## src/rtl/pll_ctrl_pkg.sv

```systemverilog
// pll_ctrl_pkg
//   Constants shared by the PLL acquisition sequencer, the loop filter and the bench:
//   the 2-bit controller state encoding and the {up, dn} phase-detector pulse-pair decode.
//   No ports (package). Configuration macro used by the sequencer: PLL_ACQ_TIMEOUT_EN.
package pll_ctrl_pkg;

  // Controller state, visible on state_out.
  typedef enum logic [1:0] {
    ST_IDLE   = 2'd0,
    ST_COARSE = 2'd1,
    ST_FINE   = 2'd2,
    ST_LOCKED = 2'd3
  } pll_state_e;

  // Phase-detector pulse pair, packed as {up, dn}.
  localparam logic [1:0] PD_NONE = 2'b00;
  localparam logic [1:0] PD_DN   = 2'b01;
  localparam logic [1:0] PD_UP   = 2'b10;
  localparam logic [1:0] PD_BOTH = 2'b11;

  localparam logic [7:0] RETRY_MAX = 8'd255;

  // A cycle carries phase error only when exactly one of up/dn is asserted;
  // simultaneous up and dn cancel and count as no error.
  function automatic logic pd_active(input logic [1:0] i_pair);
    return (i_pair == PD_UP) || (i_pair == PD_DN);
  endfunction

endpackage

```

## src/rtl/pll_activity_window.sv

```systemverilog
// pll_activity_window
//   Fixed-length observation window over the phase-detector activity flag.
//   Ports:
//     i_clk       system clock (rising edge)
//     i_rst       synchronous active-high reset
//     i_run       1 = window counting enabled (controller not idle)
//     i_clr       restart the window (asserted on every controller state change)
//     i_active    this cycle carries phase error
//     o_win_done  last cycle of the current window
//     o_quiet     window total (including this cycle) <= QUIET_THRESH, valid with o_win_done
//     o_noisy     window total (including this cycle) >  LOSS_THRESH, valid with o_win_done
module pll_activity_window
  import pll_ctrl_pkg::*;
#(
  parameter int unsigned WINDOW       = 256,
  parameter int unsigned QUIET_THRESH = 4,
  parameter int unsigned LOSS_THRESH  = 32
)(
  input  logic i_clk,
  input  logic i_rst,
  input  logic i_run,
  input  logic i_clr,
  input  logic i_active,
  output logic o_win_done,
  output logic o_quiet,
  output logic o_noisy
);

  localparam int unsigned WIN_W = $clog2(WINDOW);
  localparam int unsigned ACT_W = $clog2(WINDOW + 1);
  localparam logic [WIN_W-1:0] WIN_LAST = WIN_W'(WINDOW - 1);

  logic [WIN_W-1:0] r_win_cnt;
  logic [ACT_W-1:0] r_act_cnt;
  logic [ACT_W-1:0] w_act_total;

  // The evaluation on the last cycle already includes that cycle's activity.
  assign w_act_total = r_act_cnt + ACT_W'(i_active);
  assign o_win_done  = i_run && (r_win_cnt == WIN_LAST);
  assign o_quiet     = (32'(w_act_total) <= QUIET_THRESH);
  assign o_noisy     = (32'(w_act_total) >  LOSS_THRESH);

  // Window position and activity counters; act_cnt is at most WINDOW-1 here so it cannot wrap.
  always_ff @(posedge i_clk) begin
    if (i_rst || i_clr || !i_run) begin
      r_win_cnt <= '0;
      r_act_cnt <= '0;
    end else if (o_win_done) begin
      r_win_cnt <= '0;
      r_act_cnt <= '0;
    end else begin
      r_win_cnt <= r_win_cnt + WIN_W'(1);
      r_act_cnt <= w_act_total;
    end
  end

endmodule

```

## src/rtl/pll_acq_sequencer.sv

```systemverilog
// pll_acq_sequencer
//   Acquisition / gain-scheduling controller for the PLL loop filter. Sequences the loop
//   IDLE -> COARSE -> FINE -> LOCKED from windowed phase-detector activity and drives the
//   loop filter's step size and reset.
//   Optional feature macro: PLL_ACQ_TIMEOUT_EN (FINE-state timeout with retry counter).
//   Ports:
//     i_sys_clk    system clock (rising edge)
//     i_ext_rst    synchronous active-high reset
//     i_enable     1 = run acquisition, 0 = return to IDLE
//     i_up_pulse   phase-detector up
//     i_dn_pulse   phase-detector down
//     o_step_out   loop-filter step size (BIT_COUNT bits)
//     o_lf_rst     loop-filter reset
//     o_locked     1 while LOCKED
//     o_lock_lost  one-cycle pulse on LOCKED -> FINE
//     o_state_out  current state (0 IDLE, 1 COARSE, 2 FINE, 3 LOCKED)
//     o_retry_cnt  saturating timeout retry count (0 without PLL_ACQ_TIMEOUT_EN)
module pll_acq_sequencer
  import pll_ctrl_pkg::*;
#(
  parameter int unsigned BIT_COUNT       = 24,
  parameter int unsigned COARSE_STEP     = 256,
  parameter int unsigned FINE_STEP       = 1,
  parameter int unsigned WINDOW          = 256,
  parameter int unsigned QUIET_THRESH    = 4,
  parameter int unsigned LOSS_THRESH     = 32,
  parameter int unsigned COARSE_WINDOWS  = 2,
`ifdef PLL_ACQ_TIMEOUT_EN
  parameter int unsigned TIMEOUT_WINDOWS = 64,
`endif
  parameter int unsigned LOCK_WINDOWS    = 4
)(
  input  logic                 i_sys_clk,
  input  logic                 i_ext_rst,
  input  logic                 i_enable,
  input  logic                 i_up_pulse,
  input  logic                 i_dn_pulse,
  output logic [BIT_COUNT-1:0] o_step_out,
  output logic                 o_lf_rst,
  output logic                 o_locked,
  output logic                 o_lock_lost,
  output logic [1:0]           o_state_out,
  output logic [7:0]           o_retry_cnt
);

  localparam int unsigned QR_MAX = (COARSE_WINDOWS > LOCK_WINDOWS) ? COARSE_WINDOWS : LOCK_WINDOWS;
  localparam int unsigned QR_W   = $clog2(QR_MAX + 1);
  localparam logic [BIT_COUNT-1:0] STEP_COARSE = BIT_COUNT'(COARSE_STEP);
  localparam logic [BIT_COUNT-1:0] STEP_FINE   = BIT_COUNT'(FINE_STEP);

  pll_state_e           r_state;
  pll_state_e           w_next;
  logic [QR_W-1:0]      r_quiet_run;
  logic [QR_W-1:0]      w_qr_win;
  logic [BIT_COUNT-1:0] r_step;
  logic                 r_lf_rst;
  logic                 r_locked;
  logic                 r_lock_lost;
  logic                 w_active;
  logic                 w_win_done;
  logic                 w_quiet;
  logic                 w_noisy;
  logic                 w_state_chg;
  logic                 w_timeout;
  logic                 w_to_reached;

  assign w_active    = pd_active({i_up_pulse, i_dn_pulse});
  assign w_state_chg = (w_next != r_state);

  pll_activity_window #(
    .WINDOW       (WINDOW),
    .QUIET_THRESH (QUIET_THRESH),
    .LOSS_THRESH  (LOSS_THRESH)
  ) u_window (
    .i_clk      (i_sys_clk),
    .i_rst      (i_ext_rst),
    .i_run      (r_state != ST_IDLE),
    .i_clr      (w_state_chg),
    .i_active   (w_active),
    .o_win_done (w_win_done),
    .o_quiet    (w_quiet),
    .o_noisy    (w_noisy)
  );

  // Quiet-run value that would result from the window ending this cycle (saturating).
  always_comb begin
    w_qr_win = '0;
    if (w_quiet) begin
      if (r_quiet_run == QR_W'(QR_MAX)) begin
        w_qr_win = r_quiet_run;
      end else begin
        w_qr_win = r_quiet_run + QR_W'(1);
      end
    end else begin
      w_qr_win = '0;
    end
  end

  // Next-state logic; a low enable overrides any window evaluation on the same cycle,
  // and lock entry is checked before the FINE timeout.
  always_comb begin
    w_next    = r_state;
    w_timeout = 1'b0;
    if (!i_enable) begin
      w_next = ST_IDLE;
    end else begin
      case (r_state)
        ST_IDLE: w_next = ST_COARSE;
        ST_COARSE: begin
          if (w_win_done && (32'(w_qr_win) >= COARSE_WINDOWS)) begin
            w_next = ST_FINE;
          end else begin
            w_next = ST_COARSE;
          end
        end
        ST_FINE: begin
          if (w_win_done && (32'(w_qr_win) >= LOCK_WINDOWS)) begin
            w_next = ST_LOCKED;
          end else if (w_win_done && w_to_reached) begin
            w_next    = ST_COARSE;
            w_timeout = 1'b1;
          end else begin
            w_next = ST_FINE;
          end
        end
        ST_LOCKED: begin
          if (w_win_done && w_noisy) begin
            w_next = ST_FINE;
          end else begin
            w_next = ST_LOCKED;
          end
        end
        default: w_next = ST_IDLE;
      endcase
    end
  end

  // State, quiet-run and registered outputs; outputs follow the next state so they change
  // on the same edge as the state.
  always_ff @(posedge i_sys_clk) begin
    if (i_ext_rst) begin
      r_state     <= ST_IDLE;
      r_quiet_run <= '0;
      r_step      <= STEP_COARSE;
      r_lf_rst    <= 1'b1;
      r_locked    <= 1'b0;
      r_lock_lost <= 1'b0;
    end else begin
      r_state     <= w_next;
      r_step      <= ((w_next == ST_FINE) || (w_next == ST_LOCKED)) ? STEP_FINE : STEP_COARSE;
      r_lf_rst    <= (w_next == ST_IDLE) || w_timeout;
      r_locked    <= (w_next == ST_LOCKED);
      r_lock_lost <= (r_state == ST_LOCKED) && (w_next == ST_FINE);
      if (w_state_chg) begin
        r_quiet_run <= '0;
      end else if (w_win_done) begin
        r_quiet_run <= w_qr_win;
      end else begin
        r_quiet_run <= r_quiet_run;
      end
    end
  end

`ifdef PLL_ACQ_TIMEOUT_EN
  localparam int unsigned TO_W = $clog2(TIMEOUT_WINDOWS + 1);

  logic [TO_W-1:0] r_to_cnt;
  logic [7:0]      r_retry_cnt;

  assign w_to_reached = ((32'(r_to_cnt) + 32'd1) >= TIMEOUT_WINDOWS);
  assign o_retry_cnt  = r_retry_cnt;

  // Completed FINE windows since FINE entry, and the saturating retry count.
  always_ff @(posedge i_sys_clk) begin
    if (i_ext_rst) begin
      r_to_cnt    <= '0;
      r_retry_cnt <= 8'd0;
    end else begin
      if (w_state_chg) begin
        r_to_cnt <= '0;
      end else if (w_win_done && (r_state == ST_FINE)) begin
        r_to_cnt <= r_to_cnt + TO_W'(1);
      end else begin
        r_to_cnt <= r_to_cnt;
      end
      if (w_timeout && (r_retry_cnt != RETRY_MAX)) begin
        r_retry_cnt <= r_retry_cnt + 8'd1;
      end else begin
        r_retry_cnt <= r_retry_cnt;
      end
    end
  end
`else
  assign w_to_reached = 1'b0;
  assign o_retry_cnt  = 8'd0;
`endif

  assign o_state_out = r_state;
  assign o_step_out  = r_step;
  assign o_lf_rst    = r_lf_rst;
  assign o_locked    = r_locked;
  assign o_lock_lost = r_lock_lost;

endmodule

```

## config.mk

```make
export PLATFORM = sky130hd
export DESIGN_NAME = pll_acq_sequencer
export DESIGN_NICKNAME = d
export VERILOG_FILES = /design/src/rtl/pll_ctrl_pkg.sv /design/src/rtl/pll_activity_window.sv /design/src/rtl/pll_acq_sequencer.sv
export SDC_FILE = /design/constraint.sdc
export NUM_CORES = 1
export LEC_CHECK = 0
export ABC_AREA = 0
export BUFFER_PORTS_ARGS = -buffer_cell sky130_fd_sc_hd__buf_2
export CAP_MARGIN = 40
export CORE_MARGIN = 2
export CORE_UTILIZATION = 56
export DETAILED_ROUTE_END_ITERATION = 7
export PLACE_DENSITY = 0.83
export SLEW_MARGIN = 10
export SYNTH_ARGS = -nofsm -noshare
export SYNTH_HDL_FRONTEND = slang
export SYNTH_SLANG_ARGS = --single-unit
```

## constraint.sdc

```tcl
create_clock -name i_sys_clk -period 3.1 [get_ports i_sys_clk]
set_input_delay 0.31 -clock i_sys_clk [delete_from_list [all_inputs] [get_ports i_sys_clk]]
set_output_delay 0.31 -clock i_sys_clk [all_outputs]
set_load 0.02 [all_outputs]
```

---- Word level (Yosys, flattened, before mapping) ----
Index checks and enable logic that the tools add are counted.
word-level totals
  register bits after elaboration ......... 49
  input port bits ......................... 5
  output and inout port bits .............. 37
  word-level logic and storage cells ...... 48
cells by class
  add/subtract/negate cells ............... 3
  order comparisons ....................... 4
  eq/ne operators ......................... 10
  muxes and demuxes ....................... 8
  reduce and logical (&&, ||, !) cells .... 15
operators with widths
  cell                 count
  $eq 2x2->1 const B   5
  $add 9x1->9          1
  $gt 9x6->1 const B   1
  $le 9x3->1 const B   1
  $mux 9               1
  $add 8x1->8 const B  1
  $eq 8x8->1 const B   1
  $pmux 2 s4           1
  $mux 3               2
  $logic_and 1x1->1    5
  $eq 2x1->1 const B   2
  $logic_not 2->1      2
  $logic_or 1x1->1     4
  $mux 2               2
  $reduce_or 2->1      2
  $add 3x1->3 const B  1
  $eq 3x3->1 const B   1
  $ge 3x2->1 const B   1
  $ge 3x3->1 const B   1
  $mux 1               2
  $ne 2x2->1           1
  $reduce_bool 2->1    1
  $logic_not 1->1      1

---- Logic depth before layout (Yosys ltp) ----
Gate-level depths: netlist (run 1).
  depth after elaboration ................. 14
  gate-level depth with buffers ........... 9
  mapped depth without buffers ............ 9

---- Hierarchy ----
Synthesis (run 1) repeated with hierarchy kept, for this count alone.
unflattened totals
  cell total of the unflattened synthesis .. 177
  area, all modules ....................... 1541.5 µm²
modules (own cells, without submodules)
  module               times used  cells each  area an instance (µm²)  seq. area each (µm²)
  pll_activity_window  1           93          825.8                   340.3
  pll_acq_sequencer    1           84          715.7                   200.2

---- Worst setup path before layout (run 1) ----
OpenSTA, ideal clock, no wires.
  kind .................................... input -> register
  start ................................... in i_dn_pulse
  end ..................................... reg r_quiet_run[0]
  library setup time ...................... 129 ps
  arrival ................................. 2048 ps
  data required time ...................... 2971 ps
  path slack .............................. 924 ps
  cell stages on the path ................. 8
  buffers on the path ..................... 0
  path through ............................ xor2_1 -> ha_1 -> ha_1 -> and3_1 -> o22a_4 -> or4_1 -> nand3_2 -> a211oi_1
on the way
  longest elaborated chain between the ends .. 12
  elaborated cells on any way between the ends .. 19
  those cells by class .................... add/sub: 1; order compare: 4; eq/ne: 3; mux: 6; reduce/logical: 5
ends and longest elaborated chain
  what                                             line                                                text
  start: declaration                               pll_acq_sequencer.sv:37                             input logic i_dn_pulse,
  $eq 2x2->1 / $eq 2x1->1 (equally long branches)  pll_ctrl_pkg.sv:26                                  return (i_pair == PD_UP) || (i_pair == PD_DN);
  $logic_or 1x1->1 *                               pll_ctrl_pkg.sv:26
  $add 9x1->9 *                                    pll_activity_window.sv:38                           assign w_act_total = r_act_cnt + ACT_W'(i_active);
  $le 9x3->1                                       pll_activity_window.sv:40                           assign o_quiet = (32'(w_act_total) <= QUIET_THRESH);
  $mux 3                                           pll_acq_sequencer.sv:88                             if (w_quiet) begin
  $ge 3x3->1 / $ge 3x2->1 (equally long branches)  pll_acq_sequencer.sv:117, pll_acq_sequencer.sv:110
  $logic_and 1x1->1 (on tied branches)             pll_acq_sequencer.sv:117, pll_acq_sequencer.sv:110
  $mux 1 / $mux 2 (equally long branches)          pll_acq_sequencer.sv:117, pll_acq_sequencer.sv:110
  $pmux 2 s4                                       pll_acq_sequencer.sv:107                            case (r_state)
  $mux 2                                           pll_acq_sequencer.sv:104                            if (!i_enable) begin
  $ne 2x2->1                                       pll_acq_sequencer.sv:68                             assign w_state_chg = (w_next != r_state);
  $reduce_or 2->1 (no line)                        -
  end signal: assignment                           pll_acq_sequencer.sv:157                            r_quiet_run <= w_qr_win;
  end signal: assignment                           pll_acq_sequencer.sv:159                            r_quiet_run <= r_quiet_run;
  end: declaration                                 pll_acq_sequencer.sv:53                             logic [QR_W-1:0] r_quiet_run;
Mark *: on every way between the ends. The rest lies on a longest branch, timed or not.
A chain may end at the register's enable or synchronous reset.

---- Worst setup path in the final report (run 1) ----
  start ................................... reg u_window.r_act_cnt[0]
  end ..................................... reg r_quiet_run[1]
on the way
  longest elaborated chain between the ends .. 10
  elaborated cells on any way between the ends .. 16
  those cells by class .................... add/sub: 1; order compare: 4; eq/ne: 1; mux: 6; reduce/logical: 4
ends and longest elaborated chain
  what                                             line                                                text
  start: declaration                               pll_activity_window.sv:34                           logic [ACT_W-1:0] r_act_cnt;
  start signal: assignment                         pll_activity_window.sv:53                           r_act_cnt <= w_act_total;
  $add 9x1->9 *                                    pll_activity_window.sv:38
  $le 9x3->1                                       pll_activity_window.sv:40
  $mux 3                                           pll_acq_sequencer.sv:88
  $ge 3x3->1 / $ge 3x2->1 (equally long branches)  pll_acq_sequencer.sv:117, pll_acq_sequencer.sv:110
  $logic_and 1x1->1 (on tied branches)             pll_acq_sequencer.sv:117, pll_acq_sequencer.sv:110
  $mux 1 / $mux 2 (equally long branches)          pll_acq_sequencer.sv:117, pll_acq_sequencer.sv:110
  $pmux 2 s4                                       pll_acq_sequencer.sv:107
  $mux 2                                           pll_acq_sequencer.sv:104
  $ne 2x2->1                                       pll_acq_sequencer.sv:68
  $reduce_or 2->1 (no line)                        -
Marks and branches as above.

==> flow_summary.toml, run 1 <==
[status]
status = "complete, no violations"

[timing]
fmax_ghz = 0.445
setup_slack_ns = 0.854
fin_tns_setup_ns = 0
finalSetupViolCount = 0
fin_worst_skew_ns = 0.00215
whs_ns = 0.283
rsz0062_at_grt = "no"
slew_headroom = 0.615
tightest_slew_ns = 0.578
period_share = 0.724
report.final.slew_viol_count = 0
timing.final.hold_violations = 0
period_minus_slack_ns = 2.25

[die]
die_x_um = 56.6
die_y_um = 56.6
core_um2 = 2690
start_util = 0.576
dieArea_um2 = 3200
io_pins = 42
row_count = 19

[worst_setup_path]
critPathMaxStageDelay_ns = 0.37
r2r_end = "r_quiet_run[1]$_SDFFE_PP0P_"
crit_family = "simple AND/OR/NAND/NOR gates"
worstPathRequired_ns = 3.31
path_class = "register to register"
rrSetupSlack_ns = 0.85
start_kind = "register"
crit_arrival_ns = 2.46
rr_startpoint = "u_window.r_act_cnt[0]$_SDFF_PP0_"
cp_num_buf_inv = 0
crit_path_end_kind = "register"
critical_path_depth = 8
reg2reg_depth = 8
path_cells = "ha_1, ha_1, or2b_1, nor4_1, nor3_1, nor3_2, nor4b_4, nor3_1"
worstPathMaxFanout = 7
cp_slowest_cell = "nor3_2"

[cts]
htreeDepth = 1
cts_num_sinks = 27
cts_resized = 0
cts_setup_buffers = 0
worst_skew_pair.late_latency_ns = 0.31
root_buffer = "clkbuf_4"
cts.path.max_buffers = 2
clk_pin_slew_ns = 0.14
cts_tree = "built"
postCtsHoldBufs = 0
cts_inserted_buffers = 3

[power_and_ir_drop]
power.density_nw_per_um2 = 359
p_leak_nw = 0.635
worst_ir_drop_vdd_mv = 0.310
power.total_mw = 0.553

[cells_and_area]
final_cells = 223
final_core_util = 0.573
syn2layout_area_growth_pct = -0.485
fin_area_um2 = 1540
drive_above_1_share = 0.120
antenna_cells = 0
nets = 203

[synthesis]
ys_types = 40
seq_area_frac_synth = 0.350
ys_ff_latch = 27
ys_top_cells_by_area = "dfxtp_1 35%, buf_4 15%, nor2_1 6.3%"
synth_top_area_share = 0.350
syn_area_um2 = 1550
yosysWarnings = 0
yosys.area.top_type = "dfxtp_1"
syn_avg_cell_area_um2 = 8.54
synthesis.instances = 181

[placement]
gp_congestion = 0.783
dp.cells = 219
dp_slack_ns = 0.643
hpwl_um = 1890
placed_area_um2 = 1510
io_buffers = 11

[route]
wl_per_cell_um = 11.0
ant_nets = 0
vias_per_cell = 5.04
route.vias.total = 1125
dr.pass1.iters = 4
wirelength_um = 2450
drc_errors = 0
dr.first_iter.drc_count = 25

[hold_path]
holdPathStages = 3
holdPathEnd = "o_lf_rst$_SDFF_PP1_"
worstHoldStart = "i_ext_rst"
hold_path_class = "primary input to register"

[global_routing]
grt_pass1_wl_um = 4050
antenna_found_initial = 0
grt_max_degree = 18
grt_pass1_vias = 979
grt_usage = 0.156
overflow = 0

[job]
cap_violations = 0
## area by class of cell
cell class / count / area, um^2
fillers: 265 / 1150
clock inverters: 1 / 5.00
multi-input cells: 141 / 840
flip-flops and latches: 27 / 541
repair buffers: 12 / 62.6
well taps: 31 / 38.8
clock buffers: 3 / 22.5
inverters: 8 / 30.0
## worst max path at each step
| stage | start | endpoint |
|---|---|---|
| after detailed placement | i_dn_pulse | r_quiet_run[1]$_SDFFE_PP0P_ |
| after global placement | i_dn_pulse | r_quiet_run[0]$_SDFFE_PP0P_ |
| after CTS | u_window.r_act_cnt[0]$_SDFF_PP0_ | r_quiet_run[1]$_SDFFE_PP0P_ |
| after global routing | u_window.r_act_cnt[0]$_SDFF_PP0_ | r_quiet_run[1]$_SDFFE_PP0P_ |
| after floorplan | i_dn_pulse | r_quiet_run[0]$_SDFFE_PP0P_ |
| final | u_window.r_act_cnt[0]$_SDFF_PP0_ | r_quiet_run[1]$_SDFFE_PP0P_ |
## logic make-up (layout without fill, tap and decap cells)
group,after synthesis,count (layout),synth area share
XOR/XNOR,14,14,0.0793
buffers and inverters,42,24,0.178
AO/OA/AOI/OAI,19,19,0.0987
other,1,30,0.00242
AND/OR/NAND/NOR,72,72,0.245
adder cells (fa/ha/maj),5,5,0.0405
flip-flops,27,27,0.350
multiplexers,1,1,0.00647
## registers in the layout (all words and copies together) (netlist names)
signal	flops
o_lock_lost	1
o_locked	1
o_step_out	2
o_state_out	2
u_window.r_win_cnt	8
o_lf_rst	1
u_window.r_act_cnt	9
r_quiet_run	3
## routing by layer
metal  vias up  global-route usage  wire length (um)
met5         -                   0                 0
met3         4              0.0276                72
met4         0              0.0442                25
met2        18               0.291              1250
met1       521               0.178              1100
li1        582                   -                 -
## tightest hold or removal path, cell delays in order
cell,delay (ns)
buf_2,0.09
nor2b_1,0.09
inv_1,0.08
## cell usage after synthesis (all sizes together)
| library cell | number |
|---|---|
| o311ai | 1 |
| dfxtp | 27 |
| xnor2 | 7 |
| nand2 | 8 |
| o21ai | 2 |
| o211a | 1 |
| a211oi | 1 |
| and2 | 2 |
| clkbuf | 2 |
| buf | 32 |
| ha | 5 |
| nand4 | 3 |
| mux2i | 1 |
| xor2 | 7 |
| o31a | 1 |
| nor3 | 7 |
| o21a | 2 |
| o41ai | 1 |
| a31oi | 5 |
| and4 | 1 |
| nor2 | 26 |
| or4 | 1 |
| nand3 | 9 |
| o211ai | 1 |
| o32ai | 1 |
| nor4b | 1 |
| nor2b | 3 |
| and3 | 4 |
| or2b | 1 |
| nor4 | 3 |
| conb | 1 |
| or3 | 3 |
| a21oi | 2 |
| o22a | 1 |
| inv | 8 |
## cell usage in the layout, fill, tap and decap left out, types with 6 or more instances in the layout
master	netlist	final
nand3_1	8	8
conb_1	1	30
nor2_1	26	26
nor3_1	6	6
nand2_1	8	8
inv_1	8	8
dfxtp_1	27	27
xnor2_1	7	7
xor2_1	7	7
buf_2	1	11
## power breakdown
part           leakage (nW)  internal (mW)  total [mW]  switching (mW)
sequential            0.218          0.349       0.351         0.00213
combinational         0.399        0.00927      0.0552          0.0459
clock                0.0177         0.0482       0.146          0.0982
(Power assumes the default switching activity.)
==> run 2: changes to the inputs <==
Settings changed: ABC_AREA 0 to 1, CORE_UTILIZATION 56 to 47, PLACE_DENSITY 0.83 to 0.74.
Clock period 3.1 ns to 2 ns, I/O delays scaled along.
==> flow_summary.toml, run 2 <==
[route]
dr.first_iter.drc_count = 31
vias_per_cell = 4.38
route.vias.total = 1274
dr.pass1.iters = 5
wl_per_cell_um = 9.56
ant_nets = 0
drc_errors = 0
wirelength_um = 2780

[status]
status = "finished with violations"
violations = "negative setup slack"

[cts]
cts_inserted_buffers = 3
cts_num_sinks = 27
cts.path.max_buffers = 2
clk_pin_slew_ns = 0.13
cts_tree = "built"
root_buffer = "clkbuf_4"
postCtsHoldBufs = 0
htreeDepth = 1
worst_skew_pair.late_latency_ns = 0.32

[timing]
fin_worst_skew_ns = 0.00283
period_share = 1.08
report.final.slew_viol_count = 0
setup_slack_ns = -0.161
fmax_ghz = 0.463
finalSetupViolCount = 20
period_minus_slack_ns = 2.16
fin_tns_setup_ns = -2.69
rsz0062_at_grt = "yes"
timing.final.hold_violations = 0

[cells_and_area]
largest_register = "u_window.r_act_cnt"
syn2layout_area_growth_pct = 23.0
num-fill-cells = 277
top_regs = "u_window.r_act_cnt: 9 flops, u_window.r_win_cnt: 8 flops, r_quiet_run: 3 flops"
antenna_cells = 0
final_core_util = 0.618
largest_reg_flops = 9
nets = 258
drive_above_1_share = 0.332
final_cell_mix = "30 x nand2_1, 30 x conb_1, 27 x nor2_1"

[synthesis]
synth.most_common_cell = "nand2_1"
synth_edf_count = 0
ys_types = 24
yosysWarnings = 0
syn_area_um2 = 1560
synth-async-reset-ratio = 0
synthesis.instances = 209
ys_ff_latch = 27
syn_avg_cell_area_um2 = 7.46
synth_common_cells = "39 x nand2_1, 30 x buf_4, 30 x nor2_1"
synth-main-ff-cell = "dfxtp_1"
synth_top_area_share = 0.347
ys_top_cells_by_area = "dfxtp_1 35%, buf_4 14%, nand2_1 9.4%"
seq_area_frac_synth = 0.347
yosys.area.top_type = "dfxtp_1"

[worst_setup_path]
path_class = "register to register"
start_kind = "register"
worstPathMaxFanout = 8
worstPathRequired_ns = 2.27
crit_path_end_kind = "register"
crit_arrival_ns = 2.43

[power_and_ir_drop]
p_clk_frac = 0.259
worst_ir_drop_vdd_mv = 0.411
p_leak_nw = 0.820
combPwrFrac = 0.131
internal_power_mw = 0.650
pwr-share-seq = 0.611
power.density_nw_per_um2 = 464
power_switching_mw = 0.239
p_sw_frac = 0.269

[global_routing]
antenna_found_initial = 0
overflow = 0
grt_usage = 0.150
grt_max_degree = 18
grt_pass1_vias = 1088
grt_pass1_wl_um = 4220

[die]
row_count = 20
start_util = 0.502
io_pins = 42
die_x_um = 61.6
dieArea_um2 = 3790
die_y_um = 61.6
core_um2 = 3100

[hold_path]
hold_path_class = "primary input to register"

[job]
cap_violations = 0

[placement]
io_buffers = 11
hpwl_um = 1990
gp_congestion = 0.784
## run 2: per-stage QoR
stage | hold slack [ns] | instance area (um^2) | std cells | setup WS, ns | total power, mW
2_1_floorplan | 0.272 | 1700 | 238 | -0.0875 | 0.681
3_3_place_gp | 0.405 | 1740 | 283 | -0.258 | 0.654
3_5_place_dp | 0.411 | 1740 | 283 | -0.308 | 0.655
4_1_cts | 0.0530 | 1800 | 288 | -0.136 | 0.888
5_1_grt | 0.0600 | 1920 | 291 | -0.320 | 0.936
6_report | 0.0705 | 1920 | 291 | -0.161 | 0.890
## run 2: cells by family after synthesis
| family | count (synthesis) | synth area share |
|---|---|---|
| and+or+nand+nor | 105 | 0.319 |
| buffers and inverters | 51 | 0.200 |
| AOI/OAI and AO/OA | 11 | 0.0417 |
| xor gates and xnor gates | 9 | 0.0506 |
| DFF | 27 | 0.347 |
| adders and majority gates | 5 | 0.0401 |
| other | 1 | 0.00241 |
## run 2: path summary, 6_finish.rpt
path,startpoint,endpoint,slack (ns),cells past startpoint
setup / recovery,u_window.r_act_cnt[0]$_SDFF_PP0_,u_window.r_act_cnt[1]$_SDFF_PP0_,-0.16,15
hold reg to reg,r_quiet_run[2]$_SDFFE_PP0P_,r_quiet_run[2]$_SDFFE_PP0P_,0.51,2
hold / removal,i_ext_rst,o_state_out[0]$_SDFF_PP0_,0.07,2
setup reg to reg,u_window.r_act_cnt[0]$_SDFF_PP0_,u_window.r_act_cnt[1]$_SDFF_PP0_,-0.16,15
## run 2: power by group through the flow
stage | registers (mW) | clock network, mW | logic [mW]
after detailed placement | 0.555 | 0 | 0.101
after global routing | 0.544 | 0.264 | 0.128
final | 0.543 | 0.230 | 0.116
after global placement | 0.554 | 0 | 0.0994
after floorplan | 0.558 | 0 | 0.122
after CTS | 0.543 | 0.244 | 0.101
## run 2: what timing repair did
item,4_1_cts,5_1_grt
pin swaps,4,8
gates resized for setup,8,14
endpoints found under the setup margin,21,25
setup buffers,1,1
cloned,0,2
## run 2: layer usage
metal	global-route usage	share of wire	routed length [um]	up-vias
li1	-	-	-	663
met1	0.186	0.44	1220	575
met2	0.250	0.50	1390	30
met3	0.0168	0.039	108	6
met4	0.0881	0.023	64	0
met5	0	0	0	-
## run 2: worst max-delay path, stage by stage, from the launching register on
cell and delay [ns]:
dfxtp_2 0.36, ha_4 0.14, ha_4 0.16, nand3_2 0.10
nor2_1 0.12, nand2_1 0.07, nand2_2 0.09, nand2_2 0.06
nor2_4 0.11, nand4_1 0.19, nand3_4 0.15, nand2_4 0.06
nand2_4 0.07, nand4_4 0.13, clkbuf_16 0.22, nor2_2 0.07
## run 2: final cells by class
type | instances | area (um^2) | area share
Tap cell | 44 | 55.1 | 0.0287
Clock buffer | 4 | 26.3 | 0.0137
Timing Repair Buffer | 36 | 290 | 0.151
Sequential cell | 27 | 542 | 0.283
Inverter | 20 | 75.1 | 0.0392
Multi-Input combinational cell | 160 | 928 | 0.484
==> run 3: changes to the inputs <==
Settings changed: CORE_UTILIZATION 47 to 52, PLACE_DENSITY 0.74 to 0.78.
Clock period 2 ns to 2.2 ns, I/O delays scaled along.
==> flow_summary.toml, run 3 (same netlist as run 2, synthesis figures left out) <==
[placement]
gp_congestion = 0.806
hpwl_um = 1850
dp.cells = 260
dp_slack_ns = -0.312
placed_area_um2 = 1610
io_buffers = 11

[cells_and_area]
top_regs = "u_window.r_act_cnt: 9 flops, u_window.r_win_cnt: 8 flops, r_quiet_run: 3 flops"
fin_area_um2 = 2020
largest_reg_flops = 9
antenna_cells = 0
largest_register = "u_window.r_act_cnt"
final_core_util = 0.720
final_cell_mix = "30 x conb_1, 29 x nand2_1, 24 x dfxtp_1, 24 x buf_4, 19 x inv_1"
drive_above_1_share = 0.401
mostFrequentLayoutCell = "conb_1"
final_cells = 283
syn2layout_area_growth_pct = 29.6
nets = 263
num-fill-cells = 176

[status]
violations = "design-rule violations, negative setup slack"
status = "finished with violations"

[die]
dieArea_um2 = 3450
die_x_um = 58.8
die_y_um = 58.8
core_um2 = 2810
start_util = 0.556
io_pins = 42
row_count = 19

[timing]
fin_worst_skew_ns = 0.00797
fmax_ghz = 0.421
timing.final.hold_violations = 0
rsz0062_at_grt = "yes"
period_minus_slack_ns = 2.37
period_share = 1.08
finalSetupViolCount = 21
report.final.slew_viol_count = 0
setup_slack_ns = -0.174

[cts]
cts_num_sinks = 27
worst_skew_pair.late_latency_ns = 0.33
cts.path.max_buffers = 2
clk_pin_slew_ns = 0.14
htreeDepth = 1
cts_inserted_buffers = 3
root_buffer = "clkbuf_4"
cts_tree = "built"

[worst_setup_path]
crit_path_start = "u_window.r_act_cnt[0]$_SDFF_PP0_"
path_cells = "ha_4, ha_4, nand2_4, nor2_4, nand3_2, a21oi_1, nand3_1, nand2_1, nand2_2, nand3_4, nand2_4, nand2_4, nand4_4, clkbuf_16, nor2_2"
crit_arrival_ns = 2.66
crit_path_end_kind = "register"
cpMostUsedCell = "nand2_4"
rr_startpoint = "u_window.r_act_cnt[0]$_SDFF_PP0_"
cp_slowest_cell = "dfxtp_2"
critPathMaxStageDelay_ns = 0.37
worstPathRequired_ns = 2.48
worstPathMaxFanout = 6
rrSetupSlack_ns = -0.17
start_kind = "register"
path_class = "register to register"

[route]
route.vias.total = 1388
wl_per_cell_um = 13.6
wirelength_um = 3840
drc_errors = 5
ant_nets = 0
dr.first_iter.drc_count = 51
dr.pass1.iters = 8
vias_per_cell = 4.90

[global_routing]
grt_pass1_vias = 1250
grt_usage = 0.201
antenna_found_initial = 0
grt_pass1_wl_um = 5250
grt_max_degree = 15
overflow = 0

[power_and_ir_drop]
p_sw_frac = 0.284
combPwrFrac = 0.136
pwr-share-seq = 0.601
worst_ir_drop_vdd_mv = 0.453
power.density_nw_per_um2 = 408
power_switching_mw = 0.234
p_clk_frac = 0.263
internal_power_mw = 0.591
p_leak_nw = 0.834

[job]
cap_violations = 0

[hold_path]
worstHoldStart = "i_ext_rst"
hold_path_class = "primary input to register"
-- run 3: area by class of cell --
class	instances	area, um^2	area share
Clock buffer	4	26.3	0.0130
Inverter	20	75.1	0.0372
Tap cell	31	38.8	0.0192
Timing Repair Buffer	41	325	0.161
Sequential cell	27	544	0.269
Multi-Input combinational cell	160	1010	0.500
-- run 3: worst paths after layout --
kind,to,depth (start not counted)
worst max-delay path,u_window.r_act_cnt[7]$_SDFF_PP0_,15
worst min-delay path,o_state_out[0]$_SDFF_PP0_,2
worst max register to register,u_window.r_act_cnt[7]$_SDFF_PP0_,15
worst min register to register,u_window.r_win_cnt[0]$_SDFF_PP0_,1
-- run 3: timing repair --
| action | in CTS | in global routing |
|---|---|---|
| gates cloned | 1 | 0 |
| pin swaps | 9 | 14 |
| endpoints found under the setup margin | 17 | 23 |
| resized for setup | 15 | 43 |
| setup buffers | 13 | 5 |
| hold buffers | 0 | 0 |
-- run 3: power by group through the flow --
stage	Sequential, mW	Clock, mW	Combinational, mW
floorplan	0.508	0	0.110
global placement	0.505	0	0.0835
detailed placement	0.506	0	0.0835
CTS	0.495	0.217	0.0959
global route	0.497	0.245	0.120
finish	0.496	0.217	0.112
-- run 3: worst max-delay path: cells and delay by family (launching register included) --
kind	cells	cell delay, ns
buf+inv	1	0.23
compound gates	1	0.23
simple gates	11	1.19
flops	1	0.37
fa+ha+maj	2	0.31
-- run 3: per-stage QoR --
| step | power (mW) | hold slack, ns | TNS, ns |
|---|---|---|---|
| detailed placement | 0.589 | 0.433 | -4.93 |
| finish | 0.825 | 0.0866 | -2.86 |
| global placement | 0.589 | 0.429 | -4.19 |
| floorplan | 0.618 | 0.292 | 0 |
| CTS | 0.808 | 0.0760 | 0 |
| global route | 0.862 | 0.0759 | -5.58 |
-- run 3: routing by layer --
metal  part of all wire  routed length, um  vias up  track usage
li1                   -                  -      674            -
met5                  0                  0        -            0
met4              0.062                239        0        0.107
met2               0.51               1970       66        0.357
met1               0.37               1440      623        0.229
met3              0.048                184       25       0.0308
